**config.mk**
```make
export PLATFORM = sky130hd
export DESIGN_NAME = gcd_stein_seq
export DESIGN_NICKNAME = d
export VERILOG_FILES = /design/src/rtl/gcd_stein_seq.sv
export SDC_FILE = /design/constraint.sdc
export NUM_CORES = 1
export LEC_CHECK = 0
export CELL_PAD_IN_SITES_DETAIL_PLACEMENT = 2
export CELL_PAD_IN_SITES_GLOBAL_PLACEMENT = 2
export CORE_MARGIN = 5
export CORE_UTILIZATION = 34
export DETAILED_ROUTE_END_ITERATION = 10
export GPL_TIMING_DRIVEN = 0
export PLACE_DENSITY = 0.93
export SETUP_SLACK_MARGIN = 0.15
export SYNTH_ARGS = -nofsm -noshare
export SYNTH_HDL_FRONTEND = slang
export SYNTH_SLANG_ARGS = --single-unit
```
**constraint.sdc**
```tcl
create_clock -name clk -period 3.7 [get_ports clk]
set_clock_uncertainty 0.15 [all_clocks]
set_input_delay 0.74 -clock clk [delete_from_list [all_inputs] [get_ports clk]]
set_output_delay 0.74 -clock clk [all_outputs]
set_load 0.01 [all_outputs]
```
**src/rtl/gcd_stein_seq.sv**
```systemverilog
// rtl/gcd_stein_seq.sv - sequential binary (Stein) GCD engine with valid/ready handshakes
// One Stein step per clock; a single operand pair is in flight at a time.
module gcd_stein_seq #(
  parameter  int WIDTH = 8,
  localparam int KW    = $clog2(WIDTH + 1)
) (
  input  logic             clk,
  input  logic             rst,
  input  logic             in_valid,
  output logic             in_ready,
  input  logic [WIDTH-1:0] P,
  input  logic [WIDTH-1:0] Q,
  output logic             out_valid,
  input  logic             out_ready,
  output logic [WIDTH-1:0] R,
  output logic             busy
);

  typedef enum logic [1:0] {
    S_IDLE   = 2'd0,
    S_SHIFT  = 2'd1,
    S_REDUCE = 2'd2,
    S_DONE   = 2'd3
  } state_t;

  state_t           r_state;
  state_t           w_next;
  logic [WIDTH-1:0] r_a;
  logic [WIDTH-1:0] r_b;
  logic [KW-1:0]    r_k;
  logic [WIDTH-1:0] r_r;

  logic             w_zero_in;
  logic             w_both_even;
  logic             w_term;
  logic [WIDTH-1:0] w_a_minus_b;
  logic [WIDTH-1:0] w_b_minus_a;
  logic [WIDTH-1:0] w_result;

  assign w_zero_in   = (P == '0) || (Q == '0);
  assign w_both_even = !r_a[0] && !r_b[0];
  assign w_term      = (r_a == '0) || (r_b == '0);
  assign w_a_minus_b = r_a - r_b;
  assign w_b_minus_a = r_b - r_a;
  // The common power of two was stripped out of both operands, so this cannot overflow.
  assign w_result    = (r_a | r_b) << r_k;

  assign in_ready  = (r_state == S_IDLE);
  assign out_valid = (r_state == S_DONE);
  assign busy      = (r_state != S_IDLE);
  assign R         = r_r;

  always_ff @(posedge clk) begin
    if (!rst) begin
      r_state <= S_IDLE;
    end else begin
      r_state <= w_next;
    end
  end

  always_comb begin
    w_next = r_state;
    case (r_state)
      S_IDLE:   if (in_valid) w_next = w_zero_in ? S_DONE : S_SHIFT;
      S_SHIFT:  if (!w_both_even) w_next = S_REDUCE;
      S_REDUCE: if (w_term) w_next = S_DONE;
      S_DONE:   if (out_ready) w_next = S_IDLE;
      default:  w_next = S_IDLE;
    endcase
  end

  always_ff @(posedge clk) begin
    if (!rst) begin
      r_a <= '0;
      r_b <= '0;
      r_k <= '0;
      r_r <= '0;
    end else begin
      case (r_state)
        S_IDLE: begin
          if (in_valid) begin
            r_a <= P;
            r_b <= Q;
            r_k <= '0;
            if (w_zero_in) r_r <= P | Q;
          end
        end
        S_SHIFT: begin
          if (w_both_even) begin
            r_a <= r_a >> 1;
            r_b <= r_b >> 1;
            r_k <= r_k + KW'(1);
          end
        end
        S_REDUCE: begin
          // Subtract only larger-minus-smaller; the difference of two odds is even, hence the shift.
          if (w_term)            r_r <= w_result;
          else if (!r_a[0])      r_a <= r_a >> 1;
          else if (!r_b[0])      r_b <= r_b >> 1;
          else if (r_a >= r_b)   r_a <= w_a_minus_b >> 1;
          else                   r_b <= w_b_minus_a >> 1;
        end
        default: ;
      endcase
    end
  end

endmodule

```
## Word-level counts from Yosys, hierarchy flattened

Cells that the tools add are included.
W data, S select, Z words.

- Register bits: 30
- Input port bits: 20
- Output and inout port bits: 11

- $add $sub $neg: 3
- Order comparisons: 1
- Equality and inequality tests: 14
- Shifts and indexed selects: 1
- Multiplexer cells: 27
- Bitwise gates (word level): 2
- Reduce and logical (&&, ||, !) cells: 21

Operator list:

| cell | number |
|---|---|
| $mux W8 | 15 |
| $pmux W8 S3 | 2 |
| $logic_not A8 Y1 | 4 |
| $or A8 B8 Y8 | 2 |
| $pmux W8 S2 | 1 |
| $sub A8 B8 Y8 | 2 |
| $ne A2 B2 Y1 const B | 6 |
| $reduce_and A4 Y1 | 3 |
| $reduce_and A6 Y1 | 2 |
| $mux W2 | 5 |
| $ne A3 B3 Y1 const B | 3 |
| $ge A8 B8 Y1 | 1 |
| $mux W4 | 2 |
| $pmux W2 S4 | 1 |
| $pmux W4 S2 | 1 |
| $shl A8 B4 Y8 | 1 |
| $reduce_bool A2 Y1 | 3 |
| $reduce_and A5 Y1 | 1 |
| $add A4 B1 Y4 const B | 1 |
| $eq A2 B2 Y1 const B | 2 |
| $ne A2 B1 Y1 const B | 2 |
| $reduce_and A3 Y1 | 1 |
| $reduce_bool A3 Y1 | 1 |
| $eq A2 B1 Y1 const B | 1 |
| 4 further kinds | 6 |

## Logic depth before layout (Yosys ltp)

Gate-level depths: netlist (run 1).

- Depth after elaboration: 6
- Mapped depth: 10
- Mapped depth without buffers: 9

## Worst setup path before layout (run 1)

Ideal clock, no wire load.

- Path type: register to register
- Start: reg r_a[0]
- End: reg r_a[1]
- Setup time: 92 ps
- Arrival time: 2,468 ps
- Required time: 3,458 ps
- Slack: 989 ps
- Cell stages (with the launch flop): 11
- Clock period less this slack: 2,711 ps
- Cells stage by stage: dfxtp_1 > inv_1 > ha_1 > fa_1 > o21bai_1 > a211oi_1 > o221ai_2 > o2bb2ai_2 > or3_1 > buf_2 > o32ai_1

- Cells in the longest elaborated chain, start to end: 6
- Elaborated cells on any way between the ends: 16

RTL lines:

| element | line | text |
|---|---|---|
| start: declaration | 28 | `logic [WIDTH-1:0] r_a;` |
| start signal: assignment | 90 | `r_a <= r_a >> 1;` |
| start signal: assignment | 98 | `else if (!r_a[0]) r_a <= r_a >> 1;` |
| start signal: assignment | 100 | `else if (r_a >= r_b) r_a <= w_a_minus_b >> 1;` |
| $sub A8 B8 Y8 | 43 | `assign w_a_minus_b = r_a - r_b;` |
| $mux W8 | 100 |  |
| $mux W8 | 99 | `else if (!r_b[0]) r_b <= r_b >> 1;` |
| $mux W8 | 98 |  |
| $mux W8 | 97 | `if (w_term) r_r <= w_result;` |
| $pmux W8 S3 | 79 | `case (r_state)` |

Parallel ways exist; a longest one is shown, timed or not. The select of a mux whose other input is x is not followed.
A chain may end at the register's enable or synchronous reset.

## Final worst setup path (run 1)

- Start: reg r_a[0]
- End: reg r_a[3]

The elaborated chain is that of the path after synthesis.

==> results of run 1 <==
metal layers:
| metal | part of all wire (%) | GRT usage (%) |
|---|---|---|
| met1 | 40 | 26.52 |
| met2 | 53 | 43.49 |
| met3 | 4.9 | 3.506 |
| met4 | 2.6 | 8.718 |
| met5 | 0 | 0 |
path summary, 6_finish.rpt:
kind,end,from,cells past startpoint
worst min-delay path,R[7]$_SDFFE_PN0P_,R[7]$_SDFFE_PN0P_,2
worst min register to register,R[7]$_SDFFE_PN0P_,R[7]$_SDFFE_PN0P_,2
worst max-delay path,r_a[3]$_SDFFE_PN0P_,r_a[0]$_SDFFE_PN0P_,10
worst max register to register,r_a[3]$_SDFFE_PN0P_,r_a[0]$_SDFFE_PN0P_,10
area by class of cell:
cell class,count,area share [%]
inverters,33,3.817
clock inverters,2,0.3084
flip-flops and latches,30,18.50
clock buffers,5,2.120
well taps,102,3.932
repair buffers,30,9.252
multi-input cells,266,59.56
plain buffers,19,2.506
flip-flops by register name, indices dropped and copies added, names as in the netlist:
| name | cells |
|---|---|
| r_a | 8 |
| r_b | 8 |
| r_k | 4 |
| R | 8 |
| r_state | 2 |
cells in the mapped netlist (4+ instances only):
library cell / number / area, um2
o22ai_1: 7 / 43.79
o31ai_1: 5 / 37.54
nor3_1: 5 / 25.02
clkbuf_1: 15 / 56.30
ha_1: 29 / 362.9
mux2i_1: 9 / 90.09
o21ai_0: 19 / 95.09
a21oi_1: 21 / 105.1
inv_1: 33 / 123.9
nor4_1: 8 / 50.05
a221oi_1: 7 / 61.31
dfxtp_1: 30 / 600.6
xnor2_1: 9 / 78.83
a31oi_1: 5 / 31.28
nand2_1: 22 / 82.58
o32ai_1: 7 / 61.31
a211oi_1: 6 / 45.04
o21bai_1: 5 / 37.54
nand3_1: 11 / 55.05
o2bb2ai_1: 5 / 43.79
nor2_1: 30 / 112.6
xor2_1: 4 / 35.03
stage by stage:
step | cell area, um2 | setup slack, ps | util (%) | power [mW]
floorplan | 2731 | 989.4 | - | 2.188
global placement | 3159 | 421.2 | 40.67 | 2.852
detailed placement | 3159 | 300.4 | 40.67 | 3.025
CTS | 3238 | 293.0 | 41.69 | 3.298
global route | 3246 | 226.2 | 41.78 | 3.563
finish | 3246 | 333.5 | 41.78 | 3.328
cell families (layout without fill, tap and decap cells):
kind of cell | after synthesis | count (layout) | share of synthesized area, %
AO/OA/AOI/OAI | 108 | 108 | 27.62
XOR/XNOR | 13 | 13 | 4.169
adder cells (fa/ha/maj) | 31 | 31 | 14.75
buffers and inverters | 52 | 89 | 7.512
flip-flops | 30 | 30 | 21.99
multiplexers | 13 | 13 | 5.772
AND/OR/NAND/NOR | 101 | 101 | 18.19
placed cells by master (no fill, tap or decap), types with 3 or more instances in the layout:
| master | synthesis | layout |
|---|---|---|
| clkbuf_8 | 0 | 5 |
| nor2_1 | 30 | 30 |
| nand2_1 | 22 | 22 |
| a211oi_1 | 6 | 6 |
| o22ai_1 | 7 | 7 |
| clkdlybuf4s50_1 | 0 | 30 |
| nor2b_1 | 3 | 3 |
| o32ai_1 | 7 | 7 |
| clkbuf_1 | 15 | 15 |
| a31oi_1 | 5 | 5 |
| ha_1 | 29 | 29 |
| o2bb2ai_1 | 5 | 5 |
| nor4_1 | 8 | 8 |
| or3_1 | 3 | 3 |
| o21bai_1 | 5 | 5 |
| nand2b_1 | 3 | 3 |
| mux2i_1 | 9 | 9 |
| o221ai_1 | 3 | 3 |
| dfxtp_1 | 30 | 30 |
| or4_1 | 3 | 3 |
| inv_1 | 33 | 33 |
| o21ai_0 | 19 | 18 |
| nor3_1 | 5 | 5 |
| nand3_1 | 11 | 11 |
| xnor2_1 | 9 | 9 |
| xor2_1 | 4 | 4 |
| o31ai_1 | 5 | 5 |
| a21oi_1 | 21 | 19 |
| a221oi_1 | 7 | 7 |
where the power goes:
group	total, mW	internal, mW	switching [mW]
logic	2.48	0.965	1.51
registers	0.588	0.440	0.149
clock network	0.260	0.126	0.133
total	3.33	1.53	1.80
worst max-delay path, stage by stage (launching register included):
cell       delay, ps
dfxtp_1          520
inv_1            150
ha_1             260
fa_1             410
o21bai_1         220
a211oi_1         120
o221ai_2         390
o2bb2ai_2        150
or3_1            340
buf_2            180
o32ai_1          340
==> results.md, run 1 <==
- Top_reg_cell synth: dfxtp_1
- HPWL Detailed: approximately 9.2 mm
- Routed vias: a little under 3k
- Number of synthesized register bits: 30
- Worst IR Drop VDD: between 500 and 600 uV
- Core ar.: 0.007767 mm2
- Starting density of the core: a little over a third
- Bufs on Longest Clock Path: 2
- Hold Crit Class: reg2reg
- Global route overflow: 0
- P_leak: approximately 1.2 nW
- Final ANT Viol Nets: 0
- PwrDens: 1025 mW/mm2
- Largest net degree at the start of global routing: 11
- Setup tns final: 0 ps
- Final Non-Filler Cells: between 400 and 500
- Avg Vias per Cell: 5.961
- Initial antenna violation count: 0
- CP required: roughly 3700 ps
- Nets: 436
- Final Hold Viols: 0
- Critical Setup Path Class: reg2reg
- Final min period: between 3000 and 4000 ps
- Fmax: around 0.3 GHz
- Syn avg cell area: around 8 um2
- Max-cap viol count: 0
- Row count: 32
- Die X: 99.63 um
- Placed Cells: 480
- Outcome: finished, final reports clean
- Worst Path Arrival: between 3000 and 4000 ps
- I/O pin count: 31
- Post_cts resized: 0
- Clk Latency, worst-skew pair: approximately 280 ps
- Pre-Repair DR Iteration Count: 4
- Total Wirelength: ~11 mm
- Post-route DRC: 0
- Post-synth EDFFs: 0
- Post-synthesis sequential area ratio: 21.99%
- Clock sinks: 30
- Startpoint class of the critical path: flip-flop
- Post-synth ARST share: 0%
- Worst slew margin: between 50 and 60%
- Least-Margin Pin Slew: between 600 and 700 ps
- Number of DRC markers in iteration 0: 170
- Share of layout cells above drive strength 1: under 10%
- Register Area: ~600 um2
- # port buffers: 30
- Total Routing Usage GR: 23.30%
- Cts hold-fix bufs: 0
- Post-Synthesis Cell Area: around 0.0027 mm2
- Worst-path fanout max: 9
- Fin. max-slew vios: 0
- Setup violators final: 0
- TritonCTS clock tree: yes
- Syn Inst Count: around 350
- Area of the multi-input gates: 0.001933 mm2
- Unique masters post-synth: 58
- Syn nets: around 400
- Filler instances: 900
- Critical Path End Type: flip-flop
- RSZ-0062 raised after global routing: false
- R2R Setup Slk: between 300 and 400 ps
- Syn. warnings: 0
- Fin crit share: around nine tenths
- H-Tree Depth: 2
- TritonCTS buffer count: 5
- Die area: 0.009926 mm2
- Worst Hold Slack: 329.0 ps
- Vert. Die Dim: roughly 100 um
- Synthesis-to-finish area growth: 18.83%
- CTS clk-pin slew, worst paths: ~70 ps
- Root buffer cell: clkbuf_8
- Vias in the first global route: between 3k and 4k
- Setup bufs post-CTS: 0
- WL/cell: ~23 um
- Diodes inserted: 0
- Placer congestion estimate: 0.9445
- First-pass GRT wire length: 17.91 mm
(Power assumes the default switching activity.)
==> run 2, diff against run 1 <==
--- a/config.mk
+++ b/config.mk
@@ -5,6 +5,7 @@
 export SDC_FILE = /design/constraint.sdc
 export NUM_CORES = 1
 export LEC_CHECK = 0
+export CAP_MARGIN = 10
 export CELL_PAD_IN_SITES_DETAIL_PLACEMENT = 2
 export CELL_PAD_IN_SITES_GLOBAL_PLACEMENT = 2
 export CORE_MARGIN = 5
==> results of run 2 <==
No change in the layout: final DEF, timing and power equal those of run 1.
